==> src/rtl/coproc_pkg.sv <==
// coproc_pkg: shared X-IF widths, arbiter state encoding
// and the latched memory request bundle for coproc_mem_arbiter.
package coproc_pkg;

  localparam int XIF_ID_W   = 4;
  localparam int XIF_DATA_W = 32;
  localparam int XIF_BE_W   = 4;

  typedef enum logic [1:0] {
    IDLE     = 2'd0,
    REQ      = 2'd1,
    WAIT_RES = 2'd2,
    RESP     = 2'd3
  } arb_state_e;

  typedef struct packed {
    logic [XIF_ID_W-1:0]   id;
    logic [XIF_DATA_W-1:0] addr;
    logic                  we;
    logic [XIF_BE_W-1:0]   be;
    logic [XIF_DATA_W-1:0] wdata;
  } mem_req_t;

  // Round-robin successor of idx among n slots.
  function automatic int rr_next(input int idx, input int n);
    return (idx + 1 >= n) ? 0 : idx + 1;
  endfunction

endpackage

==> src/rtl/coproc_rr_pick.sv <==
// coproc_rr_pick: combinational round-robin picker.
// Ports: valid (requests), ptr (priority start) -> grant (one-hot), idx, any.
module coproc_rr_pick #(
  parameter int N  = 2,
  parameter int IW = (N > 1) ? $clog2(N) : 1
) (
  input  logic [N-1:0]  valid,
  input  logic [IW-1:0] ptr,
  output logic [N-1:0]  grant,
  output logic [IW-1:0] idx,
  output logic          any
);

  always_comb begin
    int j;
    j     = 0;
    grant = '0;
    idx   = '0;
    any   = 1'b0;
    for (int k = 0; k < N; k++) begin
      j = int'(ptr) + k;
      if (j >= N) j = j - N;
      if (!any && valid[j]) begin
        any      = 1'b1;
        grant[j] = 1'b1;
        idx      = IW'(j);
      end
    end
  end

endmodule

==> src/rtl/coproc_mem_arbiter.sv <==
// coproc_mem_arbiter: shares the coprocessor X-IF mem/mem_result channel
// between NUM_REQ requesters, round-robin, one transaction outstanding.
// Ports: clk_i, rst_ni (async, active-low); req_* per-requester request
// (valid/ready pulse, id/addr/we/be/wdata); resp_* one-cycle response to
// the owner; mem_* X-IF request; mem_result_* X-IF result;
// protocol_err_o sticky flag for unexpected or mismatched results.
// ID_WIDTH/DATA_WIDTH must equal the coproc_pkg X-IF widths.
// Optional: define COPROC_MEM_ARB_TIMEOUT_EN for a WAIT_RES watchdog
// of TIMEOUT_CYCLES that answers with resp_err_o=1, rdata 0.
module coproc_mem_arbiter
  import coproc_pkg::*;
#(
  parameter int NUM_REQ        = 2,
  parameter int ID_WIDTH       = XIF_ID_W,
  parameter int DATA_WIDTH     = XIF_DATA_W,
  parameter int TIMEOUT_CYCLES = 64
) (
  input  logic                          clk_i,
  input  logic                          rst_ni,
  input  logic [NUM_REQ-1:0]            req_valid_i,
  output logic [NUM_REQ-1:0]            req_ready_o,
  input  logic [NUM_REQ*ID_WIDTH-1:0]   req_id_i,
  input  logic [NUM_REQ*DATA_WIDTH-1:0] req_addr_i,
  input  logic [NUM_REQ-1:0]            req_we_i,
  input  logic [NUM_REQ*4-1:0]          req_be_i,
  input  logic [NUM_REQ*DATA_WIDTH-1:0] req_wdata_i,
  output logic [NUM_REQ-1:0]            resp_valid_o,
  output logic [DATA_WIDTH-1:0]         resp_rdata_o,
  output logic                          resp_err_o,
  output logic                          mem_valid_o,
  input  logic                          mem_ready_i,
  output logic [ID_WIDTH-1:0]           mem_id_o,
  output logic [DATA_WIDTH-1:0]         mem_addr_o,
  output logic                          mem_we_o,
  output logic [3:0]                    mem_be_o,
  output logic [DATA_WIDTH-1:0]         mem_wdata_o,
  input  logic                          mem_result_valid_i,
  input  logic [ID_WIDTH-1:0]           mem_result_id_i,
  input  logic [DATA_WIDTH-1:0]         mem_result_rdata_i,
  input  logic                          mem_result_err_i,
  output logic                          protocol_err_o
);

  localparam int IW = (NUM_REQ > 1) ? $clog2(NUM_REQ) : 1;

  arb_state_e            state_q, state_d;
  logic [IW-1:0]         ptr_q;
  logic [IW-1:0]         owner_q;
  mem_req_t              req_q;
  mem_req_t              sel_req;
  logic [DATA_WIDTH-1:0] rdata_q;
  logic                  err_q;
  logic                  perr_q;

  logic [NUM_REQ-1:0]    pick_grant;
  logic [IW-1:0]         pick_idx;
  logic                  pick_any;
  logic                  grant_en;
  logic                  res_hit;
  logic                  res_bad;
  logic                  tmo_hit;

  coproc_rr_pick #(
    .N  (NUM_REQ),
    .IW (IW)
  ) u_pick (
    .valid (req_valid_i),
    .ptr   (ptr_q),
    .grant (pick_grant),
    .idx   (pick_idx),
    .any   (pick_any)
  );

  always_comb begin
    sel_req.id    = req_id_i[pick_idx*ID_WIDTH +: ID_WIDTH];
    sel_req.addr  = req_addr_i[pick_idx*DATA_WIDTH +: DATA_WIDTH];
    sel_req.we    = req_we_i[pick_idx];
    sel_req.be    = req_be_i[pick_idx*4 +: 4];
    sel_req.wdata = req_wdata_i[pick_idx*DATA_WIDTH +: DATA_WIDTH];
  end

  assign grant_en = (state_q == IDLE) && pick_any;

  // Only a beat in WAIT_RES carrying our id completes the transaction;
  // anything else on the result channel is a protocol violation.
  assign res_hit = (state_q == WAIT_RES) && mem_result_valid_i &&
                   (mem_result_id_i == req_q.id);
  assign res_bad = mem_result_valid_i && !res_hit;

`ifdef COPROC_MEM_ARB_TIMEOUT_EN
  localparam int CW = $clog2(TIMEOUT_CYCLES + 1);

  logic [CW-1:0] cnt_q;

  always_ff @(posedge clk_i or negedge rst_ni) begin
    if (!rst_ni) begin
      cnt_q <= '0;
    end else if (state_q != WAIT_RES) begin
      cnt_q <= '0;
    end else begin
      cnt_q <= cnt_q + 1'b1;
    end
  end

  // A matching result in the same cycle takes precedence.
  assign tmo_hit = (state_q == WAIT_RES) && !res_hit &&
                   (cnt_q == CW'(TIMEOUT_CYCLES - 1));
`else
  logic unused_tmo;
  assign unused_tmo = (TIMEOUT_CYCLES > 0);
  assign tmo_hit    = 1'b0;
`endif

  always_ff @(posedge clk_i or negedge rst_ni) begin
    if (!rst_ni) begin
      state_q <= IDLE;
    end else begin
      state_q <= state_d;
    end
  end

  always_comb begin
    state_d = state_q;
    unique case (state_q)
      IDLE:     if (pick_any) state_d = REQ;
      REQ:      if (mem_ready_i) state_d = WAIT_RES;
      WAIT_RES: if (res_hit || tmo_hit) state_d = RESP;
      RESP:     state_d = IDLE;
      default:  state_d = IDLE;
    endcase
  end

  always_ff @(posedge clk_i or negedge rst_ni) begin
    if (!rst_ni) begin
      ptr_q   <= '0;
      owner_q <= '0;
      req_q   <= '0;
      rdata_q <= '0;
      err_q   <= 1'b0;
      perr_q  <= 1'b0;
    end else begin
      if (grant_en) begin
        owner_q <= pick_idx;
        ptr_q   <= IW'(rr_next(int'(pick_idx), NUM_REQ));
        req_q   <= sel_req;
      end
      if (res_hit) begin
        rdata_q <= mem_result_rdata_i;
        err_q   <= mem_result_err_i;
      end else if (tmo_hit) begin
        rdata_q <= '0;
        err_q   <= 1'b1;
      end
      if (res_bad) perr_q <= 1'b1;
    end
  end

  always_comb begin
    req_ready_o  = '0;
    mem_valid_o  = 1'b0;
    mem_id_o     = '0;
    mem_addr_o   = '0;
    mem_we_o     = 1'b0;
    mem_be_o     = '0;
    mem_wdata_o  = '0;
    resp_valid_o = '0;
    resp_rdata_o = '0;
    resp_err_o   = 1'b0;
    unique case (state_q)
      IDLE: begin
        // Keep the grant quiet while reset is held.
        req_ready_o = pick_grant & {NUM_REQ{rst_ni}};
      end
      REQ: begin
        mem_valid_o = 1'b1;
        mem_id_o    = req_q.id;
        mem_addr_o  = req_q.addr;
        mem_we_o    = req_q.we;
        mem_be_o    = req_q.be;
        mem_wdata_o = req_q.wdata;
      end
      RESP: begin
        resp_valid_o[owner_q] = 1'b1;
        resp_rdata_o          = rdata_q;
        resp_err_o            = err_q;
      end
      default: ;
    endcase
  end

  assign protocol_err_o = perr_q;

endmodule

==> config.mk <==
export PLATFORM = sky130hd
export DESIGN_NAME = coproc_mem_arbiter
export DESIGN_NICKNAME = d
export VERILOG_FILES = /design/src/rtl/coproc_pkg.sv /design/src/rtl/coproc_rr_pick.sv /design/src/rtl/coproc_mem_arbiter.sv
export SDC_FILE = /design/constraint.sdc
export NUM_CORES = 1
export LEC_CHECK = 0
export BUFFER_PORTS_ARGS = -buffer_cell sky130_fd_sc_hd__buf_2
export CAP_MARGIN = 10
export CORE_MARGIN = 5
export CORE_UTILIZATION = 30
export CTS_BUF_LIST = sky130_fd_sc_hd__clkbuf_16
export CTS_CLUSTER_DIAMETER = 30
export DETAILED_ROUTE_END_ITERATION = 12
export PLACE_DENSITY_LB_ADDON = 0.2
export SYNTH_ARGS = -nofsm -noshare
export SYNTH_HDL_FRONTEND = slang
export SYNTH_SLANG_ARGS = --single-unit
==> constraint.sdc <==
create_clock -name clk_i -period 3.5 [get_ports clk_i]
set_clock_uncertainty 0.1 [all_clocks]
set_input_delay 0.7 -clock clk_i [delete_from_list [all_inputs] [get_ports clk_i]]
set_output_delay 0.7 -clock clk_i [all_outputs]
set_load 0.1 [all_outputs]
# == Word-level counts from Yosys, hierarchy flattened ==
# Cells that the tools add are included.
# word_totals
in_bits,189
output_inout_bits,112
elab_cells,87
reg_bits,111
# classes
n_eq_ne,7
shifts,4
muxes,37
n_bitwise,2
order_cmp,10
reduce_logical,12
n_addsub,4
# ops
operator,count
$mux W32,5
$shiftx A64 B7 Y32,2
$ge A32 B1 Y1 const B,2
$lt A32 B3 Y1 const B,2
$ge A32 B3 Y1 const B,1
$sub A32 B3 Y32 const B,1
$mux W1,19
$shiftx A8 B4 Y4,2
$mux W2,7
$logic_and A1 B1 Y1,8
$mux W4,2
$pmux W2 S4,1
$ne A2 B2 Y1 const B,3
$add A1 B1 Y2 const B,2
$eq A2 B2 Y1 const B,2
$eq A4 B4 Y1,1
$lt A1 B2 Y1 const B,2
$demux W1 S1,3
$reduce_and A3 Y1,1
$sub A1 B2 Y3 const B,1
$and A2 B2 Y2,1
$eq A2 B1 Y1 const B,1
$ge A1 B2 Y1 const B,1
$ge A2 B2 Y1 const B,1
4 further kinds,5

# == Depth between registers and ports, before layout ==
# Gate-level depths: netlist of run 1.
# depth
word_depth,12
depth_mapped,8
ltp_nobuf,6

# == Hierarchy ==
# From an unflattened synthesis of run 1, not the netlist that was laid out.
# hier_totals
cells_unflattened,549
hier_area_um2,5806.8
# by_module_without_submodules
module,seq_area_each_um2,area_each_um2,cells_each,n_inst
coproc_mem_arbiter,2777.7,5774.3,544,1
coproc_rr_pick,0.0,32.5,5,1

# == Worst setup path after synthesis of run 1 ==
# No wires, ideal clock.
# synth_timing
kind,reg2out
start,register state_q[1]
end,output mem_addr_o[0]
required_ns,2.700
setup_slack_ns,0.134
n_path_buf,2
arrival_ns,2.566
stages_incl_launch_ff,6
path_cell_list,dfrtp_1 > inv_1 > ha_1 > clkbuf_1 > clkbuf_1 > and2_1
# synth_between
elab_chain_len,2
# synth_lines
item,line_no,rtl
"start, declared",coproc_mem_arbiter.sv:46,"arb_state_e state_q, state_d;"
"start signal, assigned",coproc_mem_arbiter.sv:118,state_q <= state_d;
$eq A2 B1 Y1,coproc_mem_arbiter.sv:169,unique case (state_q)
$mux W32,coproc_mem_arbiter.sv:169,
"end, declared",coproc_mem_arbiter.sv:33,"output logic [DATA_WIDTH-1:0] mem_addr_o,"
# Every way passes these cells.

# == Final worst setup path of run 1 ==
# layout_timing
start,register state_q[1]
end,output mem_addr_o[4]
# The elaborated chain is that of the path after synthesis.

==> reports/summary.txt, run 1 <==
Post-layout min period = 2830 ps
Routed wire length = 17.4 mm
Run status = completed
FF+latch count, synth = 111
Half-perimeter wire length after placement = 12.8 mm
H-tree depth = 3
Top-area cell type share of the netlist area = 51.8%
Reg2Reg Depth = 5
P&R area growth vs syn = 38.0%
Starting Density = 30.2%
Reg2reg end = rdata_q[15]$_DFFE_PN0P_
CTS tree = yes
Slowest cell on the critical path = buf_2
Max incr delay on CP = 450 ps
Static leakage = 4.34 nW
HP Class = in2async
Netlist Area Pre-Place = 5370 um^2
Async SR Flop Fraction = 100%
PwrDens = 1050 nW/um^2
Synth top area cells = dfrtp_1 (52%), a222oi_1 (14%), and2_1 (13%)
Post-synth top area cell = dfrtp_1
Util after Layout = 41.6%
GP Congestion = 0.827
IO buf count = 300
CP Launch Point = state_q[1]$_DFFE_PN0P_
Max_slew headroom = 46.5%
Share of layout cells above drive strength 1 = 47.8%
Largest net degree at the start of global routing = 75
Antenna violations before repair = 1
Total number of vias = 4858
TritonCTS buffer count = 9
Post-CTS Setup Bufs = 0
Required @ worst endpoint = 2700 ps
Unrepaired setup endpoints after global routing = no
Router iterations before antenna repair = 9
Post-synth EDFFs = 0
Worst VDD drop = 0.605 mV
Final period util = 80.8%
GRT overflow = 0
Reg-to-reg startpoint = req_q[71]$_DFFE_PN0P_
Most frequent cell after synthesis = dfrtp_1
Avg WL per Cell = 17.5 um
Total Negative Setup Slacks = 0 ps
Critical path, cell by cell = inv_1 > ha_2 > buf_4 > and2_1 > buf_2
Die area = 20700 um^2
Synth cell types = 28
Vias in the first global route = 5189
DRT iter0 DRCs = 466
Post-synth top cells = dfrtp_1 (111), and2_1 (109), inv_1 (76)
First-pass GRT wire length = 26.6 mm
Fin. max-slew vios = 0
Core area = 17800 um^2
Syn Nets = 665
CP Class = reg2out
Fmax = 0.353 GHz
Rows = 49
Clk Latency, worst-skew pair = 350 ps
Io pins = 301
Maxcap violations = 0
Top FF cell, synth = dfrtp_1
Hold Buf Count CTS = 0
Die height = 144 um
CTS sink cnt = 111
Crit. End Element = primary output
Crit path DAT = 2030 ps
Nets = 949
Hold Vio Cnt, Final = 0
Worst reg2reg setup slack = 1160 ps
Die width = 144 um
Post-CTS sizing = 0
Clk buf depth = 2
Startpoint Class = flip-flop
GRT Resource Usage Total = 16.3%
Reg clk slew, reported paths = 70 ps
Worst-margin pin slew = 803 ps
Setup violators final = 0
Seq/Total Area, Yosys = 51.8%
Post-synthesis cell count = 472
Final hold slack = 58.3 ps
Worst setup path endpoint = mem_addr_o[4]
Root Buffer = clkbuf_16
Yosys warns = 0
DRC = 0
Critical path peak fanout = 38
Vias/cell = 4.91
Remaining antenna violation count after routing = 0
Syn_area_per_cell = 11.4 um^2
registers in the layout (all words and copies together) (netlist names):
signal and flops:
err_q 1, rdata_q 32, req_q 73, owner_q 1
ptr_q 1, state_q 2, protocol_err_o 1
layout make-up:
type / instances / area (um^2)
Antenna cell: 1 / 2.50
Clock buffer: 9 / 225
Clock inverter: 6 / 68.8
Fill cell: 1748 / 10400
Inverter: 76 / 285
Multi-Input combinational cell: 247 / 2170
Sequential cell: 111 / 2780
Tap cell: 229 / 287
Timing Repair Buffer: 311 / 1590
power breakdown:
| group | total [W] | internal [W] | switching, W |
|---|---|---|---|
| clock | 0.00104 | 0.000557 | 0.000480 |
| sequential | 0.00218 | 0.00184 | 0.000336 |
| combinational | 0.00459 | 0.00111 | 0.00348 |
| total | 0.00780 | 0.00351 | 0.00429 |
worst min path at each step:
| stage | slack, ps | end |
|---|---|---|
| after floorplan | 300 | err_q$_DFFE_PN0P_ |
| after global placement | 350 | protocol_err_o$_DFFE_PN0P_ |
| after detailed placement | 350 | protocol_err_o$_DFFE_PN0P_ |
| after CTS | 40 | req_q[40]$_DFFE_PN0P_ |
| after global routing | 40 | req_q[40]$_DFFE_PN0P_ |
| final | 60 | req_q[40]$_DFFE_PN0P_ |
per-stage QoR:
step                instance area (um^2)  setup slack, ps  power, W  std cells
global route                        7400              553   0.00823        989
global placement                    7110              818   0.00676        974
detailed placement                  7110              791   0.00680        974
floorplan                           5370              134   0.00588        472
finish                              7400              671   0.00780        990
CTS                                 7400              628   0.00788        989
metal layers:
layer / routed length [um] / global-route usage, % / part of all wire [%]
met5: 13 / 0 / 0.075
met4: 197 / 4.86 / 1.1
met3: 1980 / 6.39 / 11
met2: 8220 / 26.7 / 47
met1: 6950 / 19.9 / 40
logic make-up after synthesis:
family                     share of synthesized area (%)
AOI/OAI and AO/OA                                   14.8
xor gates and xnor gates                           0.653
adders and majority gates                          0.933
buffers and inverters                               8.46
DFF                                                 51.8
muxes                                               8.95
and+or+nand+nor                                     14.5
placed cells by master, fill, tap and decap left out, types with 2 or more instances in the layout:
cell,Yosys,layout
inv_6,0,2
nand2_1,3,3
a222oi_1,73,73
and2_1,109,109
clkbuf_16,0,9
mux2_4,29,29
mux2_2,4,4
nor2b_1,2,2
buf_4,0,12
clkinv_4,0,2
nor2_1,2,2
inv_1,76,76
dfrtp_1,111,111
a21o_1,3,3
ha_1,4,3
a21oi_4,0,2
xnor2_1,4,4
buf_2,3,299
critical path: cells and delay by family, from the launching register on:
| kind | cells | cell delay (ps) |
|---|---|---|
| and+or+nand+nor | 1 | 220 |
| buffers and inverters | 3 | 850 |
| adders and majority gates | 1 | 190 |
| DFF | 1 | 400 |
No activity file was read; power rests on OpenSTA's default activity.
==> run 2, diff against run 1 <==
Clock period 3.5 ns to 2.8 ns, I/O delays scaled along.
==> run 2 against run 1 <==
Sequential share of layout area down 5.5 points. First-iteration DRC count down 6.9%. Power up 43%. Routed wire length up 5.8%. Count of clock-buffer cells in the layout unchanged. Critical path depth unchanged. Final area up 17%. Non-clock buffer count unchanged. Global-route usage up 1.1 points. Setup slack worse by 470 ps. Sequential power up 24%. Highest routed layer unchanged.
==> reports/summary.txt, run 2 (synthesis gave the netlist of run 1 again) <==
Run status = completed
P&R area growth vs syn = 61.7%
Family with the most delay on the worst path = buffers and inverters
Core area = 17800 um^2 (unchanged)
Most frequent cells in the layout = buf_2 (223), dfrtp_1 (111), buf_12 (78), inv_1 (77), a222oi_1 (73)
Fillers = 1638 (-6.3%)
Vias in the first global route = 5320 (+2.5%)
Antenna violations before repair = 3 (+2)
Nets = 949 (unchanged)
Hold Vio Cnt, Final = 0 (unchanged)
Clk Latency, worst-skew pair = 350 ps (about the same)
Die width = 144 um (unchanged)
Routed wire length = 18.4 mm (+5.8%)
DRC = 0 (unchanged)
Total number of vias = 4918 (+1.2%)
Maxcap violations = 0 (unchanged)
Worst slack, placed = 413 ps (-378 ps)
CTS sink cnt = 111 (unchanged)
Slowest cell on the critical path = dfrtp_1
CP bufs+invs = 3 (unchanged)
Root Buffer = clkbuf_16
Placed Cells = 974 (unchanged)
Vias/cell = 4.97 (+1.2%)
Share of layout cells above drive strength 1 = 57.0% (+9.3 points)
Unrepaired setup endpoints after global routing = no
Post-CTS Setup Bufs = 0 (unchanged)
Max_slew headroom = 58.3% (+12 points)
Fin. max-slew vios = 0 (unchanged)
Post-CTS sizing = 0 (unchanged)
Crit. End Element = primary output
GRT overflow = 0 (unchanged)
CP Class = reg2out
HP Class = in2async
Worst-margin pin slew = 626 ps (-177 ps)
GP Congestion = 0.819 (-0.97%)
Avg WL per Cell = 18.5 um (+5.8%)
TritonCTS buffer count = 9 (unchanged)
Required @ worst endpoint = 2140 ps (-560 ps)
Fmax = 0.385 GHz
Static leakage = 4.66 nW (+7.2%)
Ant diodes = 0 (-1)
Die area = 20700 um^2 (unchanged)
Commonest non-fill, non-tap cell in the layout = buf_2
Max incr delay on CP = 410 ps (-40 ps)
IO buf count = 300 (unchanged)
Max FFs per register = 73 (unchanged)
Fin cells = 990 (unchanged)
DRT iter0 DRCs = 434 (-6.9%)
Startpoint Class = flip-flop
Die height = 144 um (unchanged)
Largest net degree at the start of global routing = 76 (+1.3%)
Setup violators final = 0 (unchanged)
Crit path DAT = 1940 ps (-90 ps)
Rows = 49 (unchanged)
Critical path peak fanout = 53 (+39%)
Post-layout min period = 2600 ps
Starting Density = 30.2% (unchanged)
Biggest regs = req_q (73), rdata_q (32), state_q (2)
Hold Buf Count CTS = 0 (unchanged)
Critical path, cell by cell = inv_1 > ha_2 > buf_4 > and2_2 > buf_12
Remaining antenna violation count after routing = 0 (unchanged)
GRT Resource Usage Total = 17.4% (+1.1 points)
H-tree depth = 3 (unchanged)
CTS tree = yes
Half-perimeter wire length after placement = 13.9 mm (+8.6%)
Worst reg2reg setup slack = 680 ps (-480 ps)
Top reg by flops = req_q
Worst VDD drop = 0.696 mV (+15%)
Final Cell Area = 8680 um^2 (+17%)
Post-route setup slack = 205 ps (-466 ps)
Io pins = 301 (unchanged)
Final period util = 92.7%
Router iterations before antenna repair = 8 (-1)
First-pass GRT wire length = 28.2 mm (+6.2%)
Seq. cell area = 2780 um^2 (unchanged)
Reg clk slew, reported paths = 70 ps (about the same)
Cell Area, Placed = 8360 um^2 (+18%)
Clk buf depth = 2 (unchanged)
Area occupied by multi-input gates = 2260 um^2 (+4.1%)
PwrDens = 1290 nW/um^2 (+22%)
## run 2: cell count changes in the layout (fill, tap and decap cells not counted), sizes merged
cell	previous run	this run
inv	78	77
bufinv	1	2
clkinvlp	0	1
diode	1	0
## run 2: final cells by class
type	instances	area share [%]
clock buffer	9	2.60
tap	229	3.30
inverter	76	3.29
clock inverter	7	1.02
multi-input combinational	247	26.0
timing repair buffer	311	31.7
sequential	111	32.0
## run 2: routing by layer
layer / wire, um / global-route usage, % / up-vias
met5: 29 / 0 / -
met4: 367 / 5.70 / 6
met3: 2390 / 8.95 / 27
met2: 8690 / 28.4 / 255
met1: 6880 / 19.9 / 2396
li1: - / - / 2234
## run 2: where the power goes
group          internal [W]  total [W]  switching, W
logic               0.00252    0.00710       0.00458
registers           0.00230    0.00271      0.000402
clock network      0.000779    0.00137      0.000589
## run 2: worst register-to-register path: stages, from the launching register on
cell and delay [ps]:
dfrtp_1 420, xnor2_1 210, and3_1 280, nand4_4 350, buf_12 310, mux2_4 320
## run 2: through the flow
step	util (%)	hold WS, ps	power, W	TNS (ps)
finish	48.8	5.34	0.0112	0
global route	48.8	13.2	0.0117	0
CTS	48.8	2.56	0.0113	0
detailed placement	47.0	344	0.00988	0
global placement	47.0	344	0.00978	0
floorplan	-	164	0.00744	-0.377
## run 2: final timing paths
kind,start,to,cells after the start
max,state_q[1]$_DFFE_PN0P_,mem_wdata_o[4],5
min,rst_ni,rdata_q[0]$_DFFE_PN0P_,1
max reg2reg,req_q[71]$_DFFE_PN0P_,rdata_q[21]$_DFFE_PN0P_,5
min reg2reg,protocol_err_o$_DFFE_PN0P_,protocol_err_o$_DFFE_PN0P_,1
max in group asynchronous,rst_ni,rdata_q[14]$_DFFE_PN0P_,2
min in group clk_i,req_id_i[7],req_q[72]$_DFFE_PN0P_,3
